[config.mk]
export PLATFORM = sky130hd
export DESIGN_NAME = speed_display
export DESIGN_NICKNAME = d
export VERILOG_FILES = /design/src/rtl/speed_display_pkg.sv /design/src/rtl/speed_display_seg7_decoder.sv /design/src/rtl/speed_display.sv
export SDC_FILE = /design/constraint.sdc
export NUM_CORES = 1
export LEC_CHECK = 0
export CAP_MARGIN = 5
export CORE_ASPECT_RATIO = 1.4
export CORE_MARGIN = 2
export CORE_UTILIZATION = 50
export DETAILED_ROUTE_END_ITERATION = 10
export PLACE_DENSITY = 0.67
export SETUP_SLACK_MARGIN = 0.4
export SLEW_MARGIN = 20
export SYNTH_ARGS = -nofsm -noshare
export SYNTH_HDL_FRONTEND = slang
export SYNTH_SLANG_ARGS = --single-unit
[constraint.sdc]
create_clock -name clk0 -period 3.01 [get_ports clk0]
set_clock_uncertainty 0.15 [all_clocks]
set_input_delay 0.4515 -clock clk0 [delete_from_list [all_inputs] [get_ports clk0]]
set_output_delay 0.4515 -clock clk0 [all_outputs]
set_load 0.01 [all_outputs]
[src/rtl/speed_display_pkg.sv]
// Shared types and seven-segment constants for the speed display.
package speed_display_pkg;

    typedef enum logic [1:0] {IDLE, LOAD, SHIFT, DONE} state_t;

    typedef logic [3:0] bcd_digit_t;

    localparam int unsigned CNT_W      = 32;
    localparam int unsigned BIN_W      = 16;
    localparam int unsigned BCD_DIGITS = 5;
    localparam int unsigned BCD_W      = 20;

    // Active-low patterns, seg[7] = dp (off)
    localparam logic [7:0] SEG_BLANK = 8'hFF;
    localparam logic [7:0] SEG_DASH  = 8'hBF;
    localparam logic [7:0] SEG_D0    = 8'hC0;
    localparam logic [7:0] SEG_D1    = 8'hF9;
    localparam logic [7:0] SEG_D2    = 8'hA4;
    localparam logic [7:0] SEG_D3    = 8'hB0;
    localparam logic [7:0] SEG_D4    = 8'h99;
    localparam logic [7:0] SEG_D5    = 8'h92;
    localparam logic [7:0] SEG_D6    = 8'h82;
    localparam logic [7:0] SEG_D7    = 8'hF8;
    localparam logic [7:0] SEG_D8    = 8'h80;
    localparam logic [7:0] SEG_D9    = 8'h90;

endpackage

[src/rtl/speed_display_seg7_decoder.sv]
// BCD digit to active-low a..g segment pattern; non-decimal codes go blank.
module seg7_decoder
    import speed_display_pkg::*;
(
    input  bcd_digit_t  digit,
    output logic [6:0]  seg_c
);

    always_comb begin
        seg_c = SEG_BLANK[6:0];
        case (digit)
            4'd0:    seg_c = SEG_D0[6:0];
            4'd1:    seg_c = SEG_D1[6:0];
            4'd2:    seg_c = SEG_D2[6:0];
            4'd3:    seg_c = SEG_D3[6:0];
            4'd4:    seg_c = SEG_D4[6:0];
            4'd5:    seg_c = SEG_D5[6:0];
            4'd6:    seg_c = SEG_D6[6:0];
            4'd7:    seg_c = SEG_D7[6:0];
            4'd8:    seg_c = SEG_D8[6:0];
            4'd9:    seg_c = SEG_D9[6:0];
            default: seg_c = SEG_BLANK[6:0];
        endcase
    end

endmodule

[src/rtl/speed_display.sv]
// Periodically samples a binary speed, converts it to BCD by double-dabble,
// and multiplexes four seven-segment digits with leading-zero blanking.
module speed_display
    import speed_display_pkg::*;
#(
    parameter int unsigned SCAN_DIV   = 5000,
    parameter int unsigned UPDATE_DIV = 5000000
) (
    input  logic              clk0,
    input  logic              rst,
    input  logic [BIN_W-1:0]  speed,
    output logic [7:0]        seg,
    output logic [3:0]        an
);

    logic [CNT_W-1:0] upd_cnt;
    logic [CNT_W-1:0] scan_cnt;
    logic [CNT_W-1:0] shift_cnt;
    logic [BIN_W-1:0] sr_q;
    logic [BCD_W-1:0] bcd_q;
    logic [BCD_W-1:0] bcd_adj;
    logic [BCD_W-1:0] disp_q;
    logic [1:0]       digit_idx;
    state_t           state_q;
    state_t           state_d;
    logic             tick_c;
    logic             scan_wrap_c;
    logic             load_c;
    logic             shift_c;
    logic             done_c;

    assign tick_c      = (upd_cnt == CNT_W'(UPDATE_DIV - 1));
    assign scan_wrap_c = (scan_cnt == CNT_W'(SCAN_DIV - 1));

    always_ff @(posedge clk0) begin
        if (rst)         upd_cnt <= '0;
        else if (tick_c) upd_cnt <= '0;
        else             upd_cnt <= upd_cnt + CNT_W'(1);
    end

    always_ff @(posedge clk0) begin
        if (rst) state_q <= IDLE;
        else     state_q <= state_d;
    end

    always_comb begin
        state_d = state_q;
        load_c  = 1'b0;
        shift_c = 1'b0;
        done_c  = 1'b0;
        case (state_q)
            IDLE:  if (tick_c) state_d = LOAD;
            LOAD:  begin
                load_c  = 1'b1;
                state_d = SHIFT;
            end
            SHIFT: begin
                shift_c = 1'b1;
                if (shift_cnt == CNT_W'(BIN_W - 1)) state_d = DONE;
            end
            DONE:  begin
                done_c  = 1'b1;
                state_d = IDLE;
            end
            default: state_d = IDLE;
        endcase
    end

    // Double-dabble correction: any digit >= 5 gets +3 before the shift
    always_comb begin
        bcd_adj = bcd_q;
        for (int i = 0; i < int'(BCD_DIGITS); i++) begin
            if (bcd_q[(i << 2) +: 4] >= 4'd5)
                bcd_adj[(i << 2) +: 4] = bcd_q[(i << 2) +: 4] + 4'd3;
        end
    end

    always_ff @(posedge clk0) begin
        if (rst) begin
            sr_q      <= '0;
            bcd_q     <= '0;
            shift_cnt <= '0;
            disp_q    <= '0;
        end else begin
            if (load_c) begin
                sr_q      <= speed;
                bcd_q     <= '0;
                shift_cnt <= '0;
            end else if (shift_c) begin
                bcd_q     <= {bcd_adj[BCD_W-2:0], sr_q[BIN_W-1]};
                sr_q      <= {sr_q[BIN_W-2:0], 1'b0};
                shift_cnt <= shift_cnt + CNT_W'(1);
            end
            if (done_c) disp_q <= bcd_q;
        end
    end

    always_ff @(posedge clk0) begin
        if (rst) begin
            scan_cnt  <= '0;
            digit_idx <= '0;
        end else if (scan_wrap_c) begin
            scan_cnt  <= '0;
            digit_idx <= digit_idx + 2'd1;
        end else begin
            scan_cnt  <= scan_cnt + CNT_W'(1);
        end
    end

    bcd_digit_t  digit_c;
    logic        blank_c;
    logic        overflow_c;
    logic [6:0]  dec_seg_c;
    logic [7:0]  seg_d;
    logic [3:0]  an_d;

    // A digit blanks only when it and every digit above it are zero
    always_comb begin
        digit_c = disp_q[3:0];
        blank_c = 1'b0;
        case (digit_idx)
            2'd0: begin digit_c = disp_q[3:0];   blank_c = 1'b0;                   end
            2'd1: begin digit_c = disp_q[7:4];   blank_c = (disp_q[15:4] == '0);  end
            2'd2: begin digit_c = disp_q[11:8];  blank_c = (disp_q[15:8] == '0);  end
            2'd3: begin digit_c = disp_q[15:12]; blank_c = (disp_q[15:12] == '0); end
            default: ;
        endcase
    end

    assign overflow_c = (disp_q[19:16] != 4'd0);

    seg7_decoder u_dec (
        .digit (digit_c),
        .seg_c (dec_seg_c)
    );

    always_comb begin
        seg_d = {1'b1, dec_seg_c};
        if (overflow_c)   seg_d = SEG_DASH;
        else if (blank_c) seg_d = SEG_BLANK;
        an_d = ~(4'b0001 << digit_idx);
    end

    always_ff @(posedge clk0) begin
        if (rst) begin
            seg <= SEG_BLANK;
            an  <= 4'hF;
        end else begin
            seg <= seg_d;
            an  <= an_d;
        end
    end

endmodule

==> impl_metrics.env, run 1 <==
export IMPL_die_w_um=109
export IMPL_r2r_end="upd_cnt[31]"
export IMPL_period_share_pct=81.7
export IMPL_ys_ff_latch=167
export IMPL_port_buffers=28
export IMPL_power_mw=4.97
export IMPL_slew_violations=0
export IMPL_met1_length_mm=7.05
export IMPL_wl_per_cell_um=13.5
export IMPL_drt_iter0_drc=253
export IMPL_ant_nets=0
export IMPL_ys_seq_area_share_pct=43.1
export IMPL_crit_end="upd_cnt[31]"
export IMPL_syn_avg_cell_area_um2=8.67
export IMPL_setup_viol=0
export IMPL_wl_mm=15.1
export IMPL_finalSetupTns_ns=0
export IMPL_hpwl_mm=10.1
export IMPL_hold_buffers=0
export IMPL_hp_class="primary input to flip-flop"
export IMPL_synth_area_um2=7760
export IMPL_fin_ws_ns=0.552
export IMPL_slew_headroom_pct=49.5
export IMPL_cts_resized=0
export IMPL_fin_crit_ns=2.46
export IMPL_clock_path_buffers=2
export IMPL_cts_tree="yes"
export IMPL_placed_cell_area_um2=8190
export IMPL_core_um2=15100
export IMPL_firstDrtPassIters=4
export IMPL_wl_met2_mm=7.34
export IMPL_ff2ff_setup_slack_ns=0.55
export IMPL_insertion_delay_ns=0.43
export IMPL_area_delta_synth_final_pct=13.6
export IMPL_dp_cells=1082
export IMPL_p_leak_nw=2.96
export IMPL_via_per_inst=5.36
export IMPL_rsz0062_at_grt="false"
export IMPL_start_util_pct=51.3
export IMPL_worstPathRequired_ns=3.21
export IMPL_timing_final_hold_violations=0
export IMPL_yosysTopAreaCell="dfxtp_1"
export IMPL_synth_warnings=0
export IMPL_grt_pass1_wl_mm=25.4
export IMPL_synth_top_area_share_pct=43.1
export IMPL_num_nets_final=954
export IMPL_ys_types=43
export IMPL_synth_main_ff_cell="dfxtp_1"
export IMPL_die_y_um=151
export IMPL_reg2regPathDepth=5
export IMPL_maxUsedRoutingLayer="met4"
export IMPL_power_density_nw_per_um2=564
export IMPL_vias=5982
export IMPL_async_flop_share_pct=0
export IMPL_maxCapViolCount=0
export IMPL_grt_max_degree=35
export IMPL_place_gp_congestion=0.755
export IMPL_synth_edff_count=0
export IMPL_fill_cells=1370
export IMPL_pin_count=30
export IMPL_path_max_fanout=16
export IMPL_diodes=0
export IMPL_track_usage_pct=19.1
export IMPL_tightestPinTransition_ns=0.756
export IMPL_start_kind="flip-flop"
export IMPL_endpoint_kind="flip-flop"
export IMPL_wl_met3_um=403
export IMPL_crit_start="upd_cnt[7]"
export IMPL_layoutNonFillerInstCount=1116
export IMPL_syn_nets=938
export IMPL_fin_area_um2=8820
export IMPL_drive_gt1_share_pct=5.95
export IMPL_synth_area_leaders="dfxtp_1 (43%), xnor2_1 (7.6%), nor2_1 (7.5%), mux2i_1 (6.3%), ha_1 (4.0%)"
export IMPL_clk_pin_slew_worst_paths_ns=0.06
export IMPL_grt_pass1_vias=5556
export IMPL_htree_levels=4
export IMPL_regToRegStartpoint="upd_cnt[7]"
export IMPL_worstPathArrival_ns=2.66
export IMPL_die_area_um2=16600
export IMPL_cts_setup_buffers=0
export IMPL_max_vdd_ir_drop_uv=431
export IMPL_cts_sinks=167
export IMPL_status="completed"
export IMPL_drcViolationCount=0
export IMPL_num_rows=53
export IMPL_crit_type="flip-flop to flip-flop"
export IMPL_preCtsSetupSlack_ns=0.576
export IMPL_clock_fmax_ghz=0.407
export IMPL_syn_inst=895
export IMPL_grt_ovfl_total=0
export IMPL_numCtsBuffers=17
export IMPL_antenna_found_initial=0
export IMPL_cts_root_buffer="clkbuf_16"
-- worst min path at each step --
stage | from | to | slack [ns] | depth (start not counted)
after floorplan | scan_cnt[0] | scan_cnt[0] | 0.27 | 1
after global placement | scan_cnt[0] | scan_cnt[0] | 0.28 | 1
after detailed placement | scan_cnt[0] | scan_cnt[0] | 0.28 | 1
after CTS | rst | sr_q[0] | 0.19 | 2
after global routing | rst | sr_q[11] | 0.22 | 2
final | rst | sr_q[0] | 0.20 | 2
-- worst max-delay path, cell delays in order (launching register included) --
cell	delay (ns)
dfxtp_1	0.42
nand4_2	0.21
or4_4	0.57
or4_4	0.57
or3_1	0.32
a21oi_1	0.14
-- synthesized netlist by cell type (3+ instances only) --
library cell / count
a211oi_1: 17
a21o_1: 5
a21oi_1: 26
a222oi_1: 4
and3_1: 10
and4_1: 5
buf_2: 3
clkbuf_1: 37
dfxtp_1: 167
ha_1: 25
inv_1: 42
mux2_2: 4
mux2i_1: 49
nand2_1: 50
nand2b_1: 15
nand3_1: 44
nand4_1: 25
nor2_1: 156
nor3_1: 18
nor4_1: 37
nor4b_1: 6
o211ai_1: 5
o21ai_0: 19
or3_1: 4
or4_1: 5
xnor2_1: 67
xor2_1: 28
-- report_power, final --
group | total (mW) | internal [mW] | switching, mW
clock network | 2.19 | 1.33 | 0.860
registers | 2.34 | 2.30 | 0.0477
logic | 0.445 | 0.187 | 0.258
-- sequential cells by signal, indices dropped and copies added, names as in the netlist --
register	cells
seg	7
upd_cnt	32
sr_q	16
state_q	2
scan_cnt	32
disp_q	20
digit_idx	2
shift_cnt	32
an	4
bcd_q	20
-- per-layer routing --
metal  vias to the layer above  GRT usage (%)
met2                        55           32.6
li1                       3104              -
met1                      2802           23.4
met4                         0           7.34
met3                        21           4.13
met5                         -              0
-- cell type report --
cell class                      instances  area (um^2)  share of cell area (%)
Multi-Input combinational cell        642         4080                    46.3
Clock buffer                           24          502                    5.69
Tap cell                              192          240                    2.72
Inverter                               42          158                    1.79
Timing Repair Buffer                   41          398                    4.51
Clock inverter                          8         93.8                    1.06
Sequential cell                       167         3340                    37.9
-- placed cells by master (no fill, tap or decap), types with 4 or more instances in the layout --
master and instances:
or4_1 5, mux2_2 4, a222oi_1 4, inv_1 42, nand3_1 44, buf_4 11
xor2_1 28, clkbuf_8 5, a211oi_1 17, mux2i_1 49, xnor2_1 67, clkbuf_16 17
nand2b_1 15, and4_1 5, o211ai_1 5, nor3_1 18, nor2_1 156, nand2_1 50
o21ai_0 19, nor4b_1 6, nand4_1 25, nor4_1 37, a21oi_1 26, and3_1 10
a21o_1 5, clkdlybuf4s50_1 27, or3_1 4, dfxtp_1 167, ha_1 25, clkinv_2 5
-- metrics by stage --
step,utilization (%),hold WS [ns]
finish,58.3,0.201
global route,58.3,0.217
CTS,58.1,0.194
detailed placement,54.2,0.285
global placement,54.2,0.281
floorplan,-,0.268
-- kinds of logic after synthesis --
logic type,count (synthesis),synth area share (%)
AO/OA/AOI/OAI,78,6.20
XOR/XNOR,95,10.7
adder cells (fa/ha/maj),25,4.03
buffers and inverters,86,4.35
flip-flops,167,43.1
multiplexers,53,6.90
other,1,0.0483
AND/OR/NAND/NOR,390,24.7
No activity file was read; power rests on OpenSTA's default activity.
==> run 2: changes to the inputs <==
Settings changed: PLACE_DENSITY 0.67 to 0.7.
Clock period 3.01 ns to 2 ns, I/O delays scaled along.
==> run 2 against run 1 <==
The flow now finishes with violations (setup timing); first-iteration DRC count is 33% higher; die area stayed put; count of clock-buffer cells in the layout is 2 lower; sequential share of layout area is 7.2 points lower; sequential power is 50% higher; total power is 61% higher; design area is 27% higher; global-route usage is 5.3 points higher; setup slack worse by 0.66 ns; critical path type unchanged; largest cell class unchanged; largest power group unchanged.
==> impl_metrics.env, run 2 (synthesized netlist as in run 1, its figures left out) <==
export IMPL_crit_chain="nor4_2 > nand4_1 > nor4_4 > buf_4 > buf_6 > o21ai_4 > a211oi_2"
export IMPL_ff2ff_setup_slack_ns=-0.10
export IMPL_period_share_pct=105
export IMPL_track_usage_pct=24.4
export IMPL_crit_start="upd_cnt[26]"
export IMPL_antenna_found_initial=1
export IMPL_grt_pass1_wl_mm=31.5
export IMPL_r2r_end="state_q[0]"
export IMPL_fin_ws_ns=-0.103
export IMPL_hpwl_mm=11.5
export IMPL_max_stage_delay_ns=0.37
export IMPL_tightestPinTransition_ns=0.501
export IMPL_worstPathArrival_ns=2.30
export IMPL_numCtsBuffers=17
export IMPL_drcViolationCount=0
export IMPL_final_core_util_pct=74.1
export IMPL_slew_headroom_pct=66.6
export IMPL_cts_sinks=167
export IMPL_crit_type="flip-flop to flip-flop"
export IMPL_ant_nets=0
export IMPL_setup_viol=72
export IMPL_timing_final_hold_violations=0
export IMPL_die_y_um=151
export IMPL_diodes=0
export IMPL_ff_latch_area_um2=3440
export IMPL_place_gp_congestion=0.805
export IMPL_firstDrtPassIters=5
export IMPL_crit_end="state_q[0]"
export IMPL_fill_cells=1007
export IMPL_fin_crit_ns=2.10
export IMPL_wl_mm=21.8
export IMPL_vias=6937
export IMPL_power_density_nw_per_um2=717
export IMPL_fin_hold_ws_ns=0.0544
export IMPL_die_area_um2=16600
export IMPL_num_rows=53
export IMPL_endpoint_kind="flip-flop"
export IMPL_clock_path_buffers=2
export IMPL_maxCapViolCount=0
export IMPL_htree_levels=4
export IMPL_clock_fmax_ghz=0.475
export IMPL_max_vdd_ir_drop_uv=586
export IMPL_rsz0062_at_grt="true"
export IMPL_via_per_inst=5.63
export IMPL_wl_per_cell_um=17.7
export IMPL_grt_ovfl_total=0
export IMPL_power_mw=8.03
export IMPL_cp_slowest_cell="nor4_2"
export IMPL_biggestRegsByFlops="scan_cnt x32, shift_cnt x32, upd_cnt x32"
export IMPL_layout_common_cells="dfxtp_1 (125), nor2_1 (119), buf_4 (77)"
export IMPL_cts_root_buffer="clkbuf_16"
export IMPL_area_delta_synth_final_pct=44.2
export IMPL_die_w_um=109
export IMPL_pin_count=30
export IMPL_insertion_delay_ns=0.45
export IMPL_core_um2=15100
export IMPL_grt_max_degree=27
export IMPL_status="complete, but fails checks"
export IMPL_fin_area_um2=11200
export IMPL_start_kind="flip-flop"
export IMPL_cp_depth=7
export IMPL_placed_cell_area_um2=9030
export IMPL_dp_cells=1137
export IMPL_port_buffers=28
export IMPL_finalSetupTns_ns=-4.34
export IMPL_clk_pin_slew_worst_paths_ns=0.06
export IMPL_multi_input_area_um2=5090
export IMPL_preCtsSetupSlack_ns=-0.132
export IMPL_path_max_fanout=4
export IMPL_slew_violations=0
export IMPL_cts_tree="yes"
export IMPL_crit_buf_inv=2
export IMPL_reg2regPathDepth=7
export IMPL_layoutNonFillerInstCount=1232
export IMPL_p_leak_nw=4.19
export IMPL_critPathTopFamily="simple AND/OR/NAND/NOR gates"
export IMPL_drive_gt1_share_pct=33.1
export IMPL_drt_iter0_drc=337
export IMPL_regToRegStartpoint="upd_cnt[26]"
export IMPL_mostFrequentLayoutCell="dfxtp_1"
export IMPL_num_nets_final=1070
export IMPL_violations="setup timing"
export IMPL_worstPathRequired_ns=2.19
export IMPL_hp_class="primary input to flip-flop"
export IMPL_grt_pass1_vias=6549
export IMPL_start_util_pct=51.3
-- run 2: cell types whose count changed in the layout (fill, tap and decap cells not counted), sizes merged --
| cell | previous run | this run |
|---|---|---|
| buf | 14 | 128 |
| bufinv | 2 | 3 |
| clkbuf | 24 | 23 |
| clkdlybuf4s50 | 27 | 16 |
| clkinv | 6 | 3 |
| clkinvlp | 0 | 3 |
| dlygate4sd2 | 0 | 11 |
| inv | 42 | 43 |
| or2 | 3 | 4 |
-- run 2: layer usage --
layer	vias up	routed length, um	track usage (%)
met5	-	14	0
met4	2	760	10.2
met3	59	654	5.03
met2	166	11400	42.5
met1	3383	8940	28.8
li1	3327	-	-
-- run 2: worst min path at each step --
| stage | startpoint | endpoint | slack [ns] | depth (start not counted) |
|---|---|---|---|---|
| 2_1_floorplan | scan_cnt[0] | scan_cnt[0] | 0.27 | 1 |
| 3_3_place_gp | scan_cnt[0] | scan_cnt[0] | 0.28 | 1 |
| 3_5_place_dp | scan_cnt[0] | scan_cnt[0] | 0.29 | 1 |
| 4_1_cts | rst | state_q[0] | 0.01 | 2 |
| 5_1_grt | rst | state_q[0] | 0.05 | 2 |
| 6_report | rst | state_q[0] | 0.05 | 2 |
-- run 2: power breakdown --
part           internal, mW  switching (mW)  leakage (nW)  total [mW]
logic                 0.505           0.537          2.52        1.04
registers              3.43          0.0823          1.38        3.51
clock network          2.07            1.41         0.293        3.48
total                  6.01            2.02          4.19        8.03
-- run 2: area by class of cell --
| cell class | instances | area share, % |
|---|---|---|
| timing repair buffer | 156 | 14.7 |
| clock buffer | 22 | 4.24 |
| inverter | 42 | 1.45 |
| clock inverter | 10 | 1.29 |
| sequential | 167 | 30.7 |
| multi-input combinational | 643 | 45.5 |
| tap | 192 | 2.15 |
-- run 2: repair_timing --
item,in CTS,in global routing
hold buffers,0,0
gates cloned,9,2
buffers inserted,19,33
pin swaps,50,82
endpoints found under the setup margin,112,122
gates resized for setup,106,131
